[config.mk]
export PLATFORM = sky130hd
export DESIGN_NAME = core_sequencer_flat
export DESIGN_NICKNAME = d
export VERILOG_FILES = /design/src/rtl/core_pkg.sv /design/src/rtl/core_sequencer_if.sv /design/src/rtl/core_sequencer.sv /design/src/flat_wrapper.sv
export SDC_FILE = /design/constraint.sdc
export NUM_CORES = 1
export LEC_CHECK = 0
export CORE_MARGIN = 3
export CORE_UTILIZATION = 47
export DETAILED_ROUTE_END_ITERATION = 16
export GPL_TIMING_DRIVEN = 0
export PLACE_DENSITY = 0.86
export RECOVER_POWER = 50
export SETUP_SLACK_MARGIN = 0.05
export SLEW_MARGIN = 0
export SYNTH_ARGS = -nofsm -noshare
export SYNTH_HDL_FRONTEND = slang
export SYNTH_SLANG_ARGS = --single-unit
[constraint.sdc]
create_clock -name clk -period 8.7 [get_ports clk]
set_clock_uncertainty 0.1 [all_clocks]
set_input_delay 2.175 -clock clk [delete_from_list [all_inputs] [get_ports clk]]
set_output_delay 2.175 -clock clk [all_outputs]
set_load 0.02 [all_outputs]
[src/rtl/core_pkg.sv]
// Shared definitions for the RV32I core control path: sequencer state encoding,
// the base-ISA major opcodes (also used by decode) and the default PC width.
package core_pkg;

    localparam int DEFAULT_PC_W = 16;

    typedef enum logic [3:0] {
        ST_IDLE,
        ST_FETCH,
        ST_DEC1,
        ST_DEC2,
        ST_EXEC,
        ST_MEM,
        ST_WB,
        ST_HALTED,
        ST_TRAP
    } state_e;

    localparam logic [6:0] OP_REG    = 7'b0110011;
    localparam logic [6:0] OP_IMM    = 7'b0010011;
    localparam logic [6:0] OP_LOAD   = 7'b0000011;
    localparam logic [6:0] OP_STORE  = 7'b0100011;
    localparam logic [6:0] OP_BRANCH = 7'b1100011;
    localparam logic [6:0] OP_JALR   = 7'b1100111;
    localparam logic [6:0] OP_JAL    = 7'b1101111;
    localparam logic [6:0] OP_AUIPC  = 7'b0010111;
    localparam logic [6:0] OP_LUI    = 7'b0110111;

    function automatic logic is_rv32i_opcode(input logic [6:0] op);
        case (op)
            OP_REG, OP_IMM, OP_LOAD, OP_STORE, OP_BRANCH,
            OP_JALR, OP_JAL, OP_AUIPC, OP_LUI: return 1'b1;
            default:                            return 1'b0;
        endcase
    endfunction

endpackage

[src/rtl/core_sequencer_if.sv]
// Instruction- and data-memory handshake bundle between the sequencer (master)
// and the memory subsystem (slave).
interface core_sequencer_if #(
    parameter int PC_W = core_pkg::DEFAULT_PC_W
);
    logic            imem_req;
    logic [PC_W-1:0] imem_addr;
    logic            imem_ready;
    logic [31:0]     imem_rdata;
    logic            dmem_req;
    logic            dmem_we;
    logic            dmem_ready;

    modport master (
        output imem_req, imem_addr, dmem_req, dmem_we,
        input  imem_ready, imem_rdata, dmem_ready
    );

    modport slave (
        input  imem_req, imem_addr, dmem_req, dmem_we,
        output imem_ready, imem_rdata, dmem_ready
    );
endinterface

[src/rtl/core_sequencer.sv]
// Multi-cycle control sequencer: owns PC/IR/instret, walks each instruction
// through FETCH, DEC1, DEC2, EXEC, (MEM), WB and emits per-phase strobes.
module core_sequencer
    import core_pkg::*;
#(
    parameter int              PC_W     = DEFAULT_PC_W,
    parameter logic [PC_W-1:0] RESET_PC = '0
) (
    input  logic              clk,
    input  logic              rst,
    input  logic              halt,
    core_sequencer_if.master  mem,
    output logic [31:0]       ir,
    output logic [PC_W-1:0]   pc,
    input  logic              dec_wEn,
    input  logic              dec_mem_wEn,
    input  logic              dec_wb_sel,
    input  logic              dec_next_PC_select,
    input  logic [PC_W-1:0]   target_pc,
    output logic              alu_en,
    output logic              rf_wEn,
    output logic              busy,
    output logic              halted,
    output logic              trap,
    output logic [31:0]       instret
);

    state_e          state_q;
    state_e          state_d;
    logic [PC_W-1:0] pc_q;
    logic [31:0]     ir_q;
    logic [31:0]     instret_q;
    logic            wb_misaligned;
    logic            retire;

    // A taken branch/jump to a non-word-aligned target faults instead of retiring.
    assign wb_misaligned = dec_next_PC_select && (target_pc[1:0] != 2'b00);
    assign retire        = (state_q == ST_WB) && !wb_misaligned;

    // NOTE: sequential state uses non-blocking assignments so every register
    // samples pre-edge values, independent of process evaluation order.
    always_ff @(posedge clk or posedge rst) begin
        if (rst) begin
            state_q <= ST_IDLE;
        end else begin
            state_q <= state_d;
        end
    end

    // NOTE: state_d gets a default before the case so no path leaves it
    // unassigned, which would otherwise infer a latch.
    always_comb begin
        state_d = state_q;
        case (state_q)
            ST_IDLE:  state_d = ST_FETCH;
            ST_FETCH: if (mem.imem_ready) state_d = ST_DEC1;
            ST_DEC1:  state_d = ST_DEC2;
            ST_DEC2:  state_d = ST_EXEC;
            ST_EXEC: begin
                if (!is_rv32i_opcode(ir_q[6:0])) begin
                    state_d = ST_TRAP;
                end else if (dec_wb_sel || dec_mem_wEn) begin
                    state_d = ST_MEM;
                end else begin
                    state_d = ST_WB;
                end
            end
            ST_MEM:   if (mem.dmem_ready) state_d = ST_WB;
            ST_WB: begin
                if (wb_misaligned) begin
                    state_d = ST_TRAP;
                end else if (halt) begin
                    state_d = ST_HALTED;
                end else begin
                    state_d = ST_FETCH;
                end
            end
            ST_HALTED: if (!halt) state_d = ST_FETCH;
            ST_TRAP:   state_d = ST_TRAP;
            default:   state_d = ST_IDLE;
        endcase
    end

    // Strobes depend only on state (plus decode qualifiers), never on *_ready.
    always_comb begin
        mem.imem_req = 1'b0;
        mem.dmem_req = 1'b0;
        mem.dmem_we  = 1'b0;
        alu_en       = 1'b0;
        rf_wEn       = 1'b0;
        busy         = 1'b1;
        halted       = 1'b0;
        trap         = 1'b0;
        case (state_q)
            ST_IDLE:   busy = 1'b0;
            ST_FETCH:  mem.imem_req = 1'b1;
            ST_EXEC:   alu_en = 1'b1;
            ST_MEM: begin
                mem.dmem_req = 1'b1;
                mem.dmem_we  = dec_mem_wEn;
            end
            ST_WB:     rf_wEn = dec_wEn && !wb_misaligned;
            ST_HALTED: begin
                busy   = 1'b0;
                halted = 1'b1;
            end
            ST_TRAP: begin
                busy = 1'b0;
                trap = 1'b1;
            end
            default:   busy = 1'b1;
        endcase
    end

    always_ff @(posedge clk or posedge rst) begin
        if (rst) begin
            pc_q      <= RESET_PC;
            instret_q <= '0;
        end else if (retire) begin
            pc_q      <= dec_next_PC_select ? target_pc : pc_q + PC_W'(4);
            instret_q <= instret_q + 32'd1;
        end
    end

    // IR only moves on an accepted fetch so decode sees a stable word.
    always_ff @(posedge clk or posedge rst) begin
        if (rst) begin
            ir_q <= '0;
        end else if (state_q == ST_FETCH && mem.imem_ready) begin
            ir_q <= mem.imem_rdata;
        end
    end

    assign mem.imem_addr = pc_q;
    assign pc            = pc_q;
    assign ir            = ir_q;
    assign instret       = instret_q;

endmodule

[src/flat_wrapper.sv]
// flat-port wrapper written by rule: the top's interface ports become plain ports
module core_sequencer_flat import core_pkg::*;
#(
    parameter int              PC_W     = DEFAULT_PC_W,
    parameter logic [PC_W-1:0] RESET_PC = '0
)
  (clk, rst, halt, ir, pc, dec_wEn, dec_mem_wEn, dec_wb_sel, dec_next_PC_select, target_pc, alu_en, rf_wEn, busy, halted, trap, instret, mem_imem_req, mem_imem_addr, mem_dmem_req, mem_dmem_we, mem_imem_ready, mem_imem_rdata, mem_dmem_ready);
  core_sequencer_if #(.PC_W(PC_W)) mem_i ();
  input  logic clk;
  input  logic rst;
  input  logic halt;
  output logic [31:0] ir;
  output logic [PC_W-1:0] pc;
  input  logic dec_wEn;
  input  logic dec_mem_wEn;
  input  logic dec_wb_sel;
  input  logic dec_next_PC_select;
  input  logic [PC_W-1:0] target_pc;
  output logic alu_en;
  output logic rf_wEn;
  output logic busy;
  output logic halted;
  output logic trap;
  output logic [31:0] instret;
  output wire logic [$bits(mem_i.imem_req)-1:0] mem_imem_req;
  output wire logic [$bits(mem_i.imem_addr)-1:0] mem_imem_addr;
  output wire logic [$bits(mem_i.dmem_req)-1:0] mem_dmem_req;
  output wire logic [$bits(mem_i.dmem_we)-1:0] mem_dmem_we;
  input wire logic [$bits(mem_i.imem_ready)-1:0] mem_imem_ready;
  input wire logic [$bits(mem_i.imem_rdata)-1:0] mem_imem_rdata;
  input wire logic [$bits(mem_i.dmem_ready)-1:0] mem_dmem_ready;
  assign mem_imem_req = mem_i.imem_req;
  assign mem_imem_addr = mem_i.imem_addr;
  assign mem_dmem_req = mem_i.dmem_req;
  assign mem_dmem_we = mem_i.dmem_we;
  assign mem_i.imem_ready = mem_imem_ready;
  assign mem_i.imem_rdata = mem_imem_rdata;
  assign mem_i.dmem_ready = mem_dmem_ready;
  core_sequencer #(.PC_W(PC_W), .RESET_PC(RESET_PC)) u_core (.clk(clk), .rst(rst), .halt(halt), .mem(mem_i), .ir(ir), .pc(pc), .dec_wEn(dec_wEn), .dec_mem_wEn(dec_mem_wEn), .dec_wb_sel(dec_wb_sel), .dec_next_PC_select(dec_next_PC_select), .target_pc(target_pc), .alu_en(alu_en), .rf_wEn(rf_wEn), .busy(busy), .halted(halted), .trap(trap), .instret(instret));
endmodule
==> impl_results.md, run 1 <==
* Initial antenna violation count at 1
* Worst setup SP type: input pin
* Fin crit period at 6420 ps
* CTS max path bufs at 2
* Fin Hold WS at between 300 and 400 ps
* Ports at 161
* Final number of setup-violating endpoints at 0
* Slew Limit Fails at 87
* Buffers added on ports at 159
* Worst rel slew slack at -50.9%
* Crit path cell chain: dlygate4sd3_1 > o21ai_0 > and3_1 > clkdlybuf4s50_1
* Netlist cell types at 47
* CP max stage delay at approximately 600 ps
* Site Rows at 33
* Tightest Pin Transition at between 2000 and 2500 ps
* Unrepaired setup endpoints after global routing: false
* Syn_nets at between 400 and 500
* Worst Path Arrival at ~4200 ps
* RePlAce Congestion at between 0.8 and 0.9
* Top FF cell, synth: dfrtp_1
* Final TNS setup at 0 ps
* H-tree depth at 3
* Clock network power share at a little under a fifth
* Period utilisation layout at roughly three quarters
* Core occupancy in the finished layout at roughly 72%
* Max Cap Violations at 2
* Total power divided by cell area at about 290 nW/um2
* CTS tree: done
* Pin count of the biggest net entering global routing at between 40 and 50
* Area Growth Syn to Fin at 48.1%
* Bufs and invs on worst path at 2
* Switching Share at 36.5%
* Mapped Cells at between 300 and 400
* Run status: finished, violations left
* Vias in the first global route at between 3000 and 4000
* Die X at 98.8 um
* EDFF count, synth at 0
* Logic pwr share at a little under half
* Net switching power at ~0.63 mW
* CP max stage cell: clkdlybuf4s50_1
* DRC viols at 0
* Avg Cell Area, Syn at 11.0 um2
* Total gr overflow at 0
* Post-synth ARST share at between 90% and 100%
* Antenna-violating nets left at 0
* Sequential share of power at between 30% and 40%
* Core ar. at a little over 8000 um2
* Yosys warns at 0
* CP required at between 6000 and 7000 ps
* Maximum achievable frequency at approximately 160 MHz
* Hold Crit Start: u_core.instret[31]
* CTS buffer count at 9
* Crit path launch: target_pc[1]
* Die H at 98.8 um
* Area of the mapped netlist at 4050 um2
* First-pass GRT wire length at 17400 um
* P_leak at between 2 and 3 nW
* Hold Vio Cnt, Final at 0
* Maximum vdd drop at approximately 0.00019 V
* Nets@finish at ~600
* Finished Layout Cells at roughly 650
* Post_cts resized at 0
* Fraction of layout cells with a size suffix above 1 at 14.2%
* First DRT Iteration DRCs at 95
* Root Buffer: clkbuf_8
* Violated checks: max-capacitance violations, max-slew violations
* Setup CP Type: input pin to output port
* Internal Power at approximately 1.1 mW
* Detailed-router iteration count before antenna repair at 4
* Top Family by Delay on Critical Path: buffers and inverters
* Worst skew pair latency at 350 ps
* # Post-CTS Setup Buffers at 0
* Worst hold path class: register to register
* Die area at roughly 9800 um2
* Via count at between 3000 and 4000
* DR WL/cell at about 16 um
* Reg clk slew, reported paths at 90 ps
* Worst-path fanout max at 4
* Total track usage at ~22%
* Sequential area share after synthesis at 51.9%
* Total wire length at between 10000 and 15000 um
* FF+latch count, synth at between 80 and 90
* # clock sinks at between 80 and 90
* Post-placement cell count at about 630
* Final HPWL DP at ~7900 um
* Vias per cell at roughly 5.4
* Critical Path End Type: output port
* Initial core utilization at about 50%
* # hold bufs at CTS at 0
* Worst r2r src: u_core.state_q[0]
## stage by stage
step	worst slack, ps	area (um2)	power [mW]
floorplan	3660	4050	1.05
global placement	2740	5770	1.41
detailed placement	2730	5790	1.43
CTS	2710	6020	1.76
global route	2210	5990	1.83
finish	2280	5990	1.73
## sequential cells by signal, indices dropped and copies added (netlist names)
signal / flops
u_core.state_q: 4
u_core.instret: 32
u_core.ir: 32
u_core.mem.imem_addr: 16
## path summary, 6_finish.rpt
| path | depth (start not counted) | slack (ps) | endpoint |
|---|---|---|---|
| setup / recovery | 4 | 2280 | rf_wEn |
| hold / removal | 1 | 400 | u_core.instret[31] |
| setup reg to reg | 7 | 6200 | u_core.instret[29] |
| hold reg to reg | 1 | 400 | u_core.instret[31] |
| max in group asynchronous | 3 | 3110 | u_core.instret[17] |
| min in group asynchronous | 2 | 2640 | u_core.ir[11] |
## synth_stat cells (3+ instances only)
master | n | share of area (%)
or3_1 | 4 | 0.62
xor2_1 | 7 | 1.5
nor2_1 | 15 | 1.4
clkbuf_1 | 8 | 0.74
nand4_1 | 10 | 1.5
buf_4 | 16 | 3.0
o21ai_0 | 16 | 2.0
nand2_1 | 27 | 2.5
and3_1 | 8 | 1.2
buf_2 | 5 | 0.62
nor2b_1 | 3 | 0.46
a221oi_1 | 3 | 0.65
xnor2_1 | 25 | 5.4
a21oi_1 | 14 | 1.7
o21a_1 | 3 | 0.56
o211ai_1 | 4 | 0.74
nand2b_1 | 3 | 0.46
inv_1 | 6 | 0.56
dfrtp_1 | 84 | 52
nand3_1 | 19 | 2.3
nor4_1 | 3 | 0.46
nor3_1 | 14 | 1.7
and4_1 | 7 | 1.5
mux2_2 | 32 | 8.9
and2_1 | 4 | 0.62
## placed cells by master (no fill, tap or decap), types with 2 or more instances in the layout
cell type	Yosys	final
a21oi_1	14	14
a221oi_1	3	3
a22o_1	2	2
a31o_2	2	2
and2_1	4	4
and3_1	8	8
and4_1	7	7
buf_2	5	2
buf_4	16	16
bufinv_16	0	2
clkbuf_1	8	13
clkbuf_8	0	10
clkdlybuf4s50_1	0	144
dfrtp_1	84	84
dlygate4sd3_1	0	15
ha_1	2	2
inv_1	6	5
inv_6	0	3
mux2_2	32	32
nand2_1	27	27
nand2b_1	3	3
nand3_1	19	19
nand4_1	10	10
nor2_1	15	15
nor2b_1	3	3
nor3_1	14	14
nor4_1	3	3
nor4_4	2	2
o211ai_1	4	4
o21a_1	3	3
o21ai_0	16	17
or3_1	4	4
xnor2_1	25	25
xor2_1	7	7
## per-layer routing
metal,share of wire (%),track usage [%],routed length [um]
met1,38,26.0,4040
met5,0,0,0
met4,1.7,8.09,183
met2,50,37.6,5290
met3,9.5,7.36,1000
## worst reg2reg max path: cells and delay by family, from the launching register on
family                    cells  cell delay (ps)
and+or+nand+nor               4             1310
buffers and inverters         2              470
DFF                           1              370
xor gates and xnor gates      1              160
## power by group through the flow
stage | Sequential (mW) | Clock, mW | Combinational (mW)
floorplan | 0.721 | 0 | 0.327
global placement | 0.596 | 0 | 0.809
detailed placement | 0.606 | 0 | 0.828
CTS | 0.599 | 0.327 | 0.835
global route | 0.616 | 0.341 | 0.869
finish | 0.598 | 0.321 | 0.813
## kinds of logic (layout without fill, tap and decap cells)
| kind of cell | count (synthesis) | in the layout | synth area share (%) |
|---|---|---|---|
| fa+ha+maj | 2 | 2 | 0.618 |
| xor+xnor | 32 | 32 | 6.92 |
| simple gates | 127 | 127 | 17.7 |
| other cells | 0 | 1 | 0 |
| buf+inv | 37 | 213 | 5.44 |
| compound gates | 53 | 53 | 8.50 |
| mux | 32 | 32 | 8.90 |
| flops | 84 | 84 | 51.9 |
## layout make-up
type / count / area, um2
antenna: 1 / 2.50
buffer: 31 / 186
clock buffer: 10 / 138
clock inverter: 6 / 93.8
fill: 597 / 2300
inverter: 6 / 23.8
multi-input combinational: 246 / 1720
sequential: 84 / 2100
tap: 105 / 131
timing repair buffer: 160 / 1600
Note: power is estimated with default switching activity, not from simulation.
==> inputs of run 2 (changes only) <==
--- a/config.mk
+++ b/config.mk
@@ -6,10 +6,10 @@
 export NUM_CORES = 1
 export LEC_CHECK = 0
 export CORE_MARGIN = 3
-export CORE_UTILIZATION = 47
+export CORE_UTILIZATION = 44
 export DETAILED_ROUTE_END_ITERATION = 16
 export GPL_TIMING_DRIVEN = 0
-export PLACE_DENSITY = 0.86
+export PLACE_DENSITY = 0.81
 export RECOVER_POWER = 50
 export SETUP_SLACK_MARGIN = 0.05
 export SLEW_MARGIN = 0
==> constraint.sdc (replaced) <==
create_clock -name clk -period 6.2 [get_ports clk]
set_clock_uncertainty 0.1 [all_clocks]
set_input_delay 1.55 -clock clk [delete_from_list [all_inputs] [get_ports clk]]
set_output_delay 1.55 -clock clk [all_outputs]
set_load 0.02 [all_outputs]
==> impl_results.md, run 2 (synthesis results as in run 1) <==
* Worst setup SP type: input pin
* Critical Path End Type: output port
* # hold bufs at CTS at 0 (unchanged)
* Setup CP Type: input pin to output port
* CTS tree: done
* # Post-CTS Setup Buffers at 0 (unchanged)
* DR WL/cell at 15.8 um (-2.7%)
* Vias in the first global route at 3420 (-6.3%)
* Worst hold path class: register to register
* Maximum vdd drop at 0.000252 V (+31%)
* CP max stage cell: clkdlybuf4s50_1
* Die X at 102 um (+3.1%)
* Total track usage at 19.6% (-2.5 points)
* Worst skew pair latency at 360 ps (about the same)
* # clock sinks at 84 (unchanged)
* CTS max path bufs at 2 (unchanged)
* Slew Limit Fails at 41 (-53%)
* Root Buffer: clkbuf_8
* First DRT Iteration DRCs at 128 (+35%)
* CTS buffer count at 9 (unchanged)
* Switching Share at 37.6% (+1.1 points)
* Final HPWL DP at 7680 um (-2.4%)
* Post_cts resized at 0 (unchanged)
* Vias per cell at 5.31 (-1.7%)
* Crit path cell chain: dlygate4sd3_1 > o21ai_0 > and3_1 > clkdlybuf4s50_1
* Setup WS pre-CTS at 1460 ps (-1270 ps)
* Commonest non-fill, non-tap cell in the layout: clkdlybuf4s50_1
* Worst Path Arrival at 3570 ps (-580 ps)
* Max Cap Violations at 1 (-1)
* Final number of setup-violating endpoints at 0 (unchanged)
* Reg clk slew, reported paths at 90 ps (about the same)
* Ports at 161 (unchanged)
* Die H at 102 um (+3.1%)
* RePlAce Congestion at 0.793 (-1.7%)
* DRC viols at 0 (unchanged)
* Antenna-violating nets left at 0 (unchanged)
* Logic pwr share at 48.4% (+1.5 points)
* Tightest Pin Transition at 1820 ps (-442 ps)
* Core ar. at 8850 um2 (+6.6%)
* Initial antenna violation count at 0 (-1)
* Nets@finish at 597 (unchanged)
* Site Rows at 34 (+3.0%)
* Run status: finished, violations left
* Final TNS setup at 0 ps (unchanged)
* First-pass GRT wire length at 16200 um (-6.9%)
* Sequential share of power at 35.8% (+1.3 points)
* Detailed-router iteration count before antenna repair at 6 (+2)
* Total wire length at 10300 um (-2.4%)
* Pin count of the biggest net entering global routing at 45 (unchanged)
* Area Growth Syn to Fin at 47.4%
* Fraction of layout cells with a size suffix above 1 at 14.4% (+0.18 points)
* Commonest non-fill, non-tap cells in the layout: clkdlybuf4s50_1, dfrtp_1, mux2_2
* Power, Total at 2.34 mW (+35%)
* Total gr overflow at 0 (unchanged)
* Worst rel slew slack at -22.1% (+29 points)
* Net switching power at 0.882 mW (+39%)
* H-tree depth at 3 (unchanged)
* Period utilisation layout at between 80% and 90%
* CP max stage delay at 600 ps (about the same)
* Clock network power share at 15.8% (-2.7 points)
* CP required at 4550 ps (-1880 ps)
* Fillcell total at 692 (+16%)
* Buffers added on ports at 159 (unchanged)
* Die area at 10400 um2 (+6.4%)
* Unrepaired setup endpoints after global routing: false
* # diodes at 0 (-1)
* Via count at 3458 (-1.4%)
* Total power divided by cell area at 393 nW/um2 (+36%)
* Fin crit period at between 5000 and 6000 ps
* Internal Power at 1.46 mW (+33%)
* Hold Vio Cnt, Final at 0 (unchanged)
* Maximum achievable frequency at 192 MHz
* Worst-path fanout max at 4 (unchanged)
* Setup ws final at 983 ps (-1300 ps)
* P_leak at 2.49 nW (-0.67%)
* Initial core utilization at 45.7% (-3.0 points)
* Violated checks: max-capacitance violations, max-slew violations
-- run 2: worst paths after layout --
check / startpoint / end / slack (ps) / cells after the start
max: target_pc[1] / rf_wEn / 980 / 4
max in group asynchronous: rst / u_core.mem.imem_addr[5] / 3130 / 3
max reg2reg: u_core.state_q[0] / u_core.instret[29] / 3680 / 7
min in group asynchronous: rst / u_core.ir[23] / 2000 / 2
min: u_core.instret[31] / u_core.instret[31] / 380 / 1
min reg2reg: u_core.instret[31] / u_core.instret[31] / 380 / 1
-- run 2: stage by stage --
step | cell area [um2] | utilization [%] | hold slack (ps) | instances
after floorplan | 4050 | - | 482 | 367
after global placement | 5770 | 65.3 | 362 | 634
after detailed placement | 5800 | 65.5 | 368 | 635
after CTS | 5980 | 67.6 | 384 | 651
after global routing | 5960 | 67.4 | 415 | 651
final | 5960 | 67.4 | 380 | 651
-- run 2: routing by layer --
layer / part of all wire, % / global-route usage, %
met1: 40 / 23.5
met2: 48 / 32.5
met3: 9.7 / 7.03
met4: 1.9 / 7.57
met5: 0 / 0
-- run 2: layout make-up --
class,instances,area (um2),area share (%)
well taps,108,135,2.27
multi-input cells,246,1720,28.9
plain buffers,31,186,3.13
clock buffers,10,138,2.31
flip-flops and latches,84,2100,35.2
repair buffers,160,1610,27.0
inverters,6,23.8,0.399
clock inverters,6,46.3,0.776
-- run 2: worst max-delay path: cells and delay by family --
kind | cells | cell delay (ps)
simple gates | 1 | 240
compound gates | 1 | 590
buf+inv | 2 | 1180
-- run 2: power groups by stage --
stage	Sequential (mW)	Clock (mW)	Combinational [mW]
2_1_floorplan	1.01	0	0.459
3_3_place_gp	0.838	0	1.13
3_5_place_dp	0.850	0	1.16
4_1_cts	0.840	0.381	1.16
5_1_grt	0.863	0.400	1.22
6_report	0.838	0.370	1.13
